File: src/rtl/pulse_cdc_pkg.sv
// Shared definitions for the toggle pulse-CDC link: FSM state encoding and a width helper.
// Latency: n/a (types and constant functions only).
// Backpressure: n/a.
package pulse_cdc_pkg;

    // IDLE: nothing in flight. HOLD: a toggle is in flight, waiting for ack echo or gap expiry.
    typedef enum logic {
        ST_IDLE = 1'b0,
        ST_HOLD = 1'b1
    } state_t;

    // Ceiling log2, used to size the gap counter so it can hold MIN_GAP-1.
    function automatic int clog2(input int value);
        int result;
        result = 0;
        while ((1 << result) < value) begin
            result = result + 1;
        end
        return result;
    endfunction

endpackage

File: src/rtl/sync_chain.sv
// Multi-flop synchroniser bringing the asynchronous ack toggle into the source clock domain.
// Latency: NUM_STAGES clk edges from a stable input to q.
// Backpressure: none; free-running level synchroniser.
module sync_chain #(
    parameter int NUM_STAGES = 2
) (
    input  logic clk,
    input  logic reset,
    input  logic d,
    output logic q
);

    (* syn_preserve = 1 *) logic [NUM_STAGES-1:0] sync_q;

    // Shift the async level through the chain; reset clears every stage.
    always_ff @(posedge clk or negedge reset) begin
        if (!reset) begin
            sync_q <= '0;
        end else begin
            sync_q <= {sync_q[NUM_STAGES-2:0], d};
        end
    end

    assign q = sync_q[NUM_STAGES-1];

endmodule

File: src/rtl/pulse_toggle_tx.sv
// Source end of the toggle pulse-CDC: turns event pulses into paced level flips on toggle_out.
// Latency: pulse_in with IDLE and empty backlog flips toggle_out on the next clk edge.
// Backpressure: none upstream; bursts queue in a saturating counter, excess events set overflow.
module pulse_toggle_tx
    import pulse_cdc_pkg::*;
#(
    parameter int NUM_STAGES = 2,
    parameter bit USE_ACK    = 1'b1,
    parameter int MIN_GAP    = 4,
    parameter int CNT_W      = 4
) (
    input  logic             clk,
    input  logic             reset,
    input  logic             pulse_in,
    input  logic             ack_toggle,
    input  logic             clr_ovf,
    output logic             toggle_out,
    output logic             busy,
    output logic [CNT_W-1:0] pending,
    output logic             overflow
);

    localparam logic [CNT_W-1:0] PEND_MAX = '1;

    state_t           state;
    state_t           state_nxt;
    logic [CNT_W-1:0] pending_nxt;
    logic             toggle_nxt;
    logic             overflow_nxt;
    logic             issue;
    logic             drop;
    logic             release_hold;

    generate
        if (USE_ACK) begin : g_ack
            logic ack_sync;

            sync_chain #(
                .NUM_STAGES(NUM_STAGES)
            ) u_sync_chain (
                .clk  (clk),
                .reset(reset),
                .d    (ack_toggle),
                .q    (ack_sync)
            );

            // The destination has seen the current level once its echo matches what we drive.
            assign release_hold = (ack_sync == toggle_out);
        end else begin : g_gap
            localparam int GAP_W = (clog2(MIN_GAP) < 1) ? 1 : clog2(MIN_GAP);
            localparam logic [GAP_W-1:0] GAP_LOAD = GAP_W'(MIN_GAP - 1);

            logic [GAP_W-1:0] gap_cnt;

            // Reload on every issue, then count down to zero to open the next slot.
            always_ff @(posedge clk or negedge reset) begin
                if (!reset) begin
                    gap_cnt <= '0;
                end else if (issue) begin
                    gap_cnt <= GAP_LOAD;
                end else if (gap_cnt != '0) begin
                    gap_cnt <= gap_cnt - 1'b1;
                end
            end

            assign release_hold = (gap_cnt == '0);
        end
    endgenerate

    // Next-state, issue decision, backlog accounting and overflow detection.
    always_comb begin
        state_nxt    = state;
        pending_nxt  = pending;
        toggle_nxt   = toggle_out;
        issue        = 1'b0;
        drop         = 1'b0;

        case (state)
            ST_IDLE: begin
                if (pulse_in || (pending != '0)) begin
                    issue = 1'b1;
                end
            end
            ST_HOLD: begin
                if (release_hold) begin
                    // Issue back-to-back from the release cycle so backlog spacing stays tight.
                    if (pulse_in || (pending != '0)) begin
                        issue = 1'b1;
                    end else begin
                        state_nxt = ST_IDLE;
                    end
                end else if (pulse_in) begin
                    if (pending == PEND_MAX) begin
                        drop = 1'b1;
                    end else begin
                        pending_nxt = pending + 1'b1;
                    end
                end
            end
            default: begin
                state_nxt = ST_IDLE;
            end
        endcase

        // A fresh pulse rides the issue directly; otherwise the toggle consumes one backlog entry.
        if (issue) begin
            toggle_nxt = ~toggle_out;
            state_nxt  = ST_HOLD;
            if (!pulse_in) begin
                pending_nxt = pending - 1'b1;
            end
        end

        // A new drop wins over a same-cycle clear.
        overflow_nxt = drop | (overflow & ~clr_ovf);
    end

    // State, toggle level, backlog and sticky overflow registers.
    always_ff @(posedge clk or negedge reset) begin
        if (!reset) begin
            state      <= ST_IDLE;
            toggle_out <= 1'b0;
            pending    <= '0;
            overflow   <= 1'b0;
        end else begin
            state      <= state_nxt;
            toggle_out <= toggle_nxt;
            pending    <= pending_nxt;
            overflow   <= overflow_nxt;
        end
    end

    assign busy = (state != ST_IDLE) | (pending != '0);

endmodule

File: config.mk
export PLATFORM = sky130hd
export DESIGN_NAME = pulse_toggle_tx
export DESIGN_NICKNAME = d
export VERILOG_FILES = /design/src/rtl/pulse_cdc_pkg.sv /design/src/rtl/sync_chain.sv /design/src/rtl/pulse_toggle_tx.sv
export SDC_FILE = /design/constraint.sdc
export NUM_CORES = 1
export LEC_CHECK = 0
export CAP_MARGIN = 10
export CORE_AREA = 5 5 42 44
export DETAILED_ROUTE_END_ITERATION = 12
export DIE_AREA = 0 0 47 49
export HOLD_SLACK_MARGIN = 0.15
export PLACE_DENSITY = 0.66
export SLEW_MARGIN = 20
export SYNTH_ARGS = -nofsm -noshare
export SYNTH_HDL_FRONTEND = slang
export SYNTH_HIERARCHICAL = 1
export SYNTH_SLANG_ARGS = --single-unit
File: constraint.sdc
create_clock -name clk -period 1.5 [get_ports clk]
set_input_delay 0.3 -clock clk [delete_from_list [all_inputs] [get_ports clk]]
set_output_delay 0.3 -clock clk [all_outputs]
set_load 0.03 [all_outputs]
==> results.json <==
{
  "die_w_um": 47,
  "yosysSeqAreaShare": 0.448,
  "synth.distinct_cells": 27,
  "h-tree-depth": 1,
  "violations": "setup timing",
  "numCtsBuffers": 3,
  "yosysTopAreaCell": "dfrtp_1",
  "total_power_mw": 1.72,
  "via_per_inst": 5.11,
  "setup_slack_ns": -0.0734,
  "multiInputGateArea_um2": 318,
  "syn-cell-area_um2": 503,
  "cellLeakagePower_nw": 0.349,
  "p_per_area_nw_per_um2": 2140,
  "worstPathRequired_ns": 1.20,
  "drv_slew": 0,
  "core_region_area_um2": 1400,
  "first_iter_violations": 5,
  "fp-row-count": 14,
  "grt_antenna_before_repair": 0,
  "max_slew_margin": 0.699,
  "period_share": 1.05,
  "io_buffer_count": 11,
  "clk_pin_slew_ns": 0.06,
  "yosys.area.top_type_share": 0.448,
  "num-nets-final": 83,
  "hold_viol": 0,
  "end_kind": "output port",
  "wl_per_cell_um": 13.9,
  "fin_cells": 90,
  "grtUsageTotal": 0.133,
  "overflow": 0,
  "tritoncts": "done",
  "setup_viol": 3,
  "postRouteWirelength_um": 1260,
  "cp_max_fo": 2,
  "arrival_ns": 1.27,
  "hold_ws_ns": 0.352,
  "clk_path_buf_depth": 2,
  "ant_nets": 0,
  "min_path_type": "input pin to async pin",
  "synth_seq_cells": 9,
  "place_congestion": 0.820,
  "root_buffer": "clkbuf_4",
  "fin_area_um2": 801,
  "drv_cap": 0,
  "grt_max_degree": 10,
  "ios": 12,
  "vias": 460,
  "grt_pass1_vias": 492,
  "tightestPinTransition_ns": 0.450,
  "status": "finished, violations left",
  "startpoint_type": "flop",
  "post-place-ws_ns": -0.0421,
  "grt_first_pass_wirelength_um": 2200,
  "netlist_instances": 46,
  "drive_above_1_share": 0.473,
  "clock_skew_ns": 0.00351,
  "fin_tns_setup_ns": -0.163,
  "placedInstanceArea_um2": 699,
  "regArea_um2": 229,
  "area_growth_syn_to_layout_pct": 59.2,
  "dp_hpwl_um": 929,
  "hold_buffers": 0,
  "start_util": 0.359,
  "fin_util": 0.571,
  "antenna_cells": 0,
  "crit_type": "flop to output port",
  "clk_latency_ns": 0.26,
  "syn-num-nets": 54,
  "drc_errors": 0,
  "dieHeight_um": 49,
  "clock-sinks": 9,
  "vdd_ir_drop_max_mv": 1.20,
  "rsz0062_at_grt": "yes",
  "fmax_ghz": 0.636,
  "fin_crit_ns": 1.57,
  "avgSynthCellArea_um2": 10.9,
  "place_inst": 82,
  "nFillCells": 131,
  "yosysWarnings": 6,
  "dieArea_um2": 2300,
  "first_pass_iters": 5,
  "ys_top_cells_by_area": "dfrtp_1 (45%), ha_1 (7.5%), xor2_2 (3.2%)"
}
## report_power, final
part           internal [mW]  switching (mW)
clock                  0.103          0.0852
sequential             0.334          0.0875
combinational          0.519           0.589
## cells in the mapped netlist, drive strengths merged
library cell / count
dfrtp: 9
inv: 4
a21oi: 3
ha: 3
nand2: 3
a211oi: 2
nand4: 2
nor2: 2
o22ai: 2
xor2: 2
a2111oi: 1
a21o: 1
a221oi: 1
a2bb2oi: 1
a32o: 1
and2: 1
and3: 1
nand2b: 1
nand3: 1
nor2b: 1
nor3: 1
nor3b: 1
o21a: 1
xnor2: 1
## path summary, 6_finish.rpt
kind / from / slack, ns / cells past startpoint / to
setup / recovery: pending[1] / -0.07 / 5 / busy
hold / removal: reset / 0.35 / 1 / pending[3]
setup reg to reg: pending[1] / -0.06 / 8 / pending[2]
hold reg to reg: g_ack.u_sync_chain/sync_q[0] / 0.35 / 0 / g_ack.u_sync_chain/sync_q[1]
max in group asynchronous: reset / 0.81 / 1 / pending[1]
min in group clk: g_ack.u_sync_chain/sync_q[0] / 0.35 / 0 / g_ack.u_sync_chain/sync_q[1]
## kinds of logic (layout without fill, tap and decap cells)
family / Yosys count / count (layout) / share of synthesized area
flip-flops: 9 / 9 / 0.448
XOR/XNOR: 3 / 3 / 0.0672
adder cells (fa/ha/maj): 3 / 3 / 0.0746
AND/OR/NAND/NOR: 14 / 14 / 0.159
AO/OA/AOI/OAI: 13 / 13 / 0.221
buffers and inverters: 4 / 32 / 0.0298
## critical path, cell delays in order (launching register included)
cell,delay [ns]
dfrtp_2,0.41
inv_2,0.08
ha_4,0.12
nor3b_4,0.18
nand2b_1,0.09
buf_6,0.14
## cell type report
cell class / instances / share of cell area
multi-input combinational: 33 / 0.397
tap: 16 / 0.0250
clock buffer: 4 / 0.0328
sequential: 9 / 0.286
timing repair buffer: 24 / 0.241
inverter: 4 / 0.0188
## state kept, by name (all words and copies together), names as in the netlist
signal,cells
g_ack.u_sync_chain/sync_q,2
toggle_out,1
state,1
pending,4
overflow,1
## timing repair
item / in CTS / in global routing
endpoints found under the setup margin: 9 / 8
setup buffers: 3 / 1
resized for setup: 9 / 9
gates cloned: 0 / 0
hold endpoints to repair: 0 / 0
pin swaps: 0 / 1
## metal layers
layer  global-route usage  part of all wire  vias to the layer above
li1                     -                 -                      223
met2                0.186              0.48                       10
met1                0.187              0.48                      227
met5                    0                 0                        -
met3               0.0258             0.037                        0
met4               0.0691                 0                        0
## layout by cell type, fill, tap and decap left out, types with 2 or more instances in the layout
cell type / instances
nand2_1: 3
buf_4: 14
dlygate4sd2_1: 3
nor2_1: 2
dfrtp_2: 3
inv_1: 2
a21oi_1: 2
ha_1: 2
clkbuf_4: 3
clkbuf_2: 2
nand4_1: 2
dfrtp_1: 6
inv_2: 2
clkdlybuf4s50_1: 4
(Power assumes the default switching activity.)
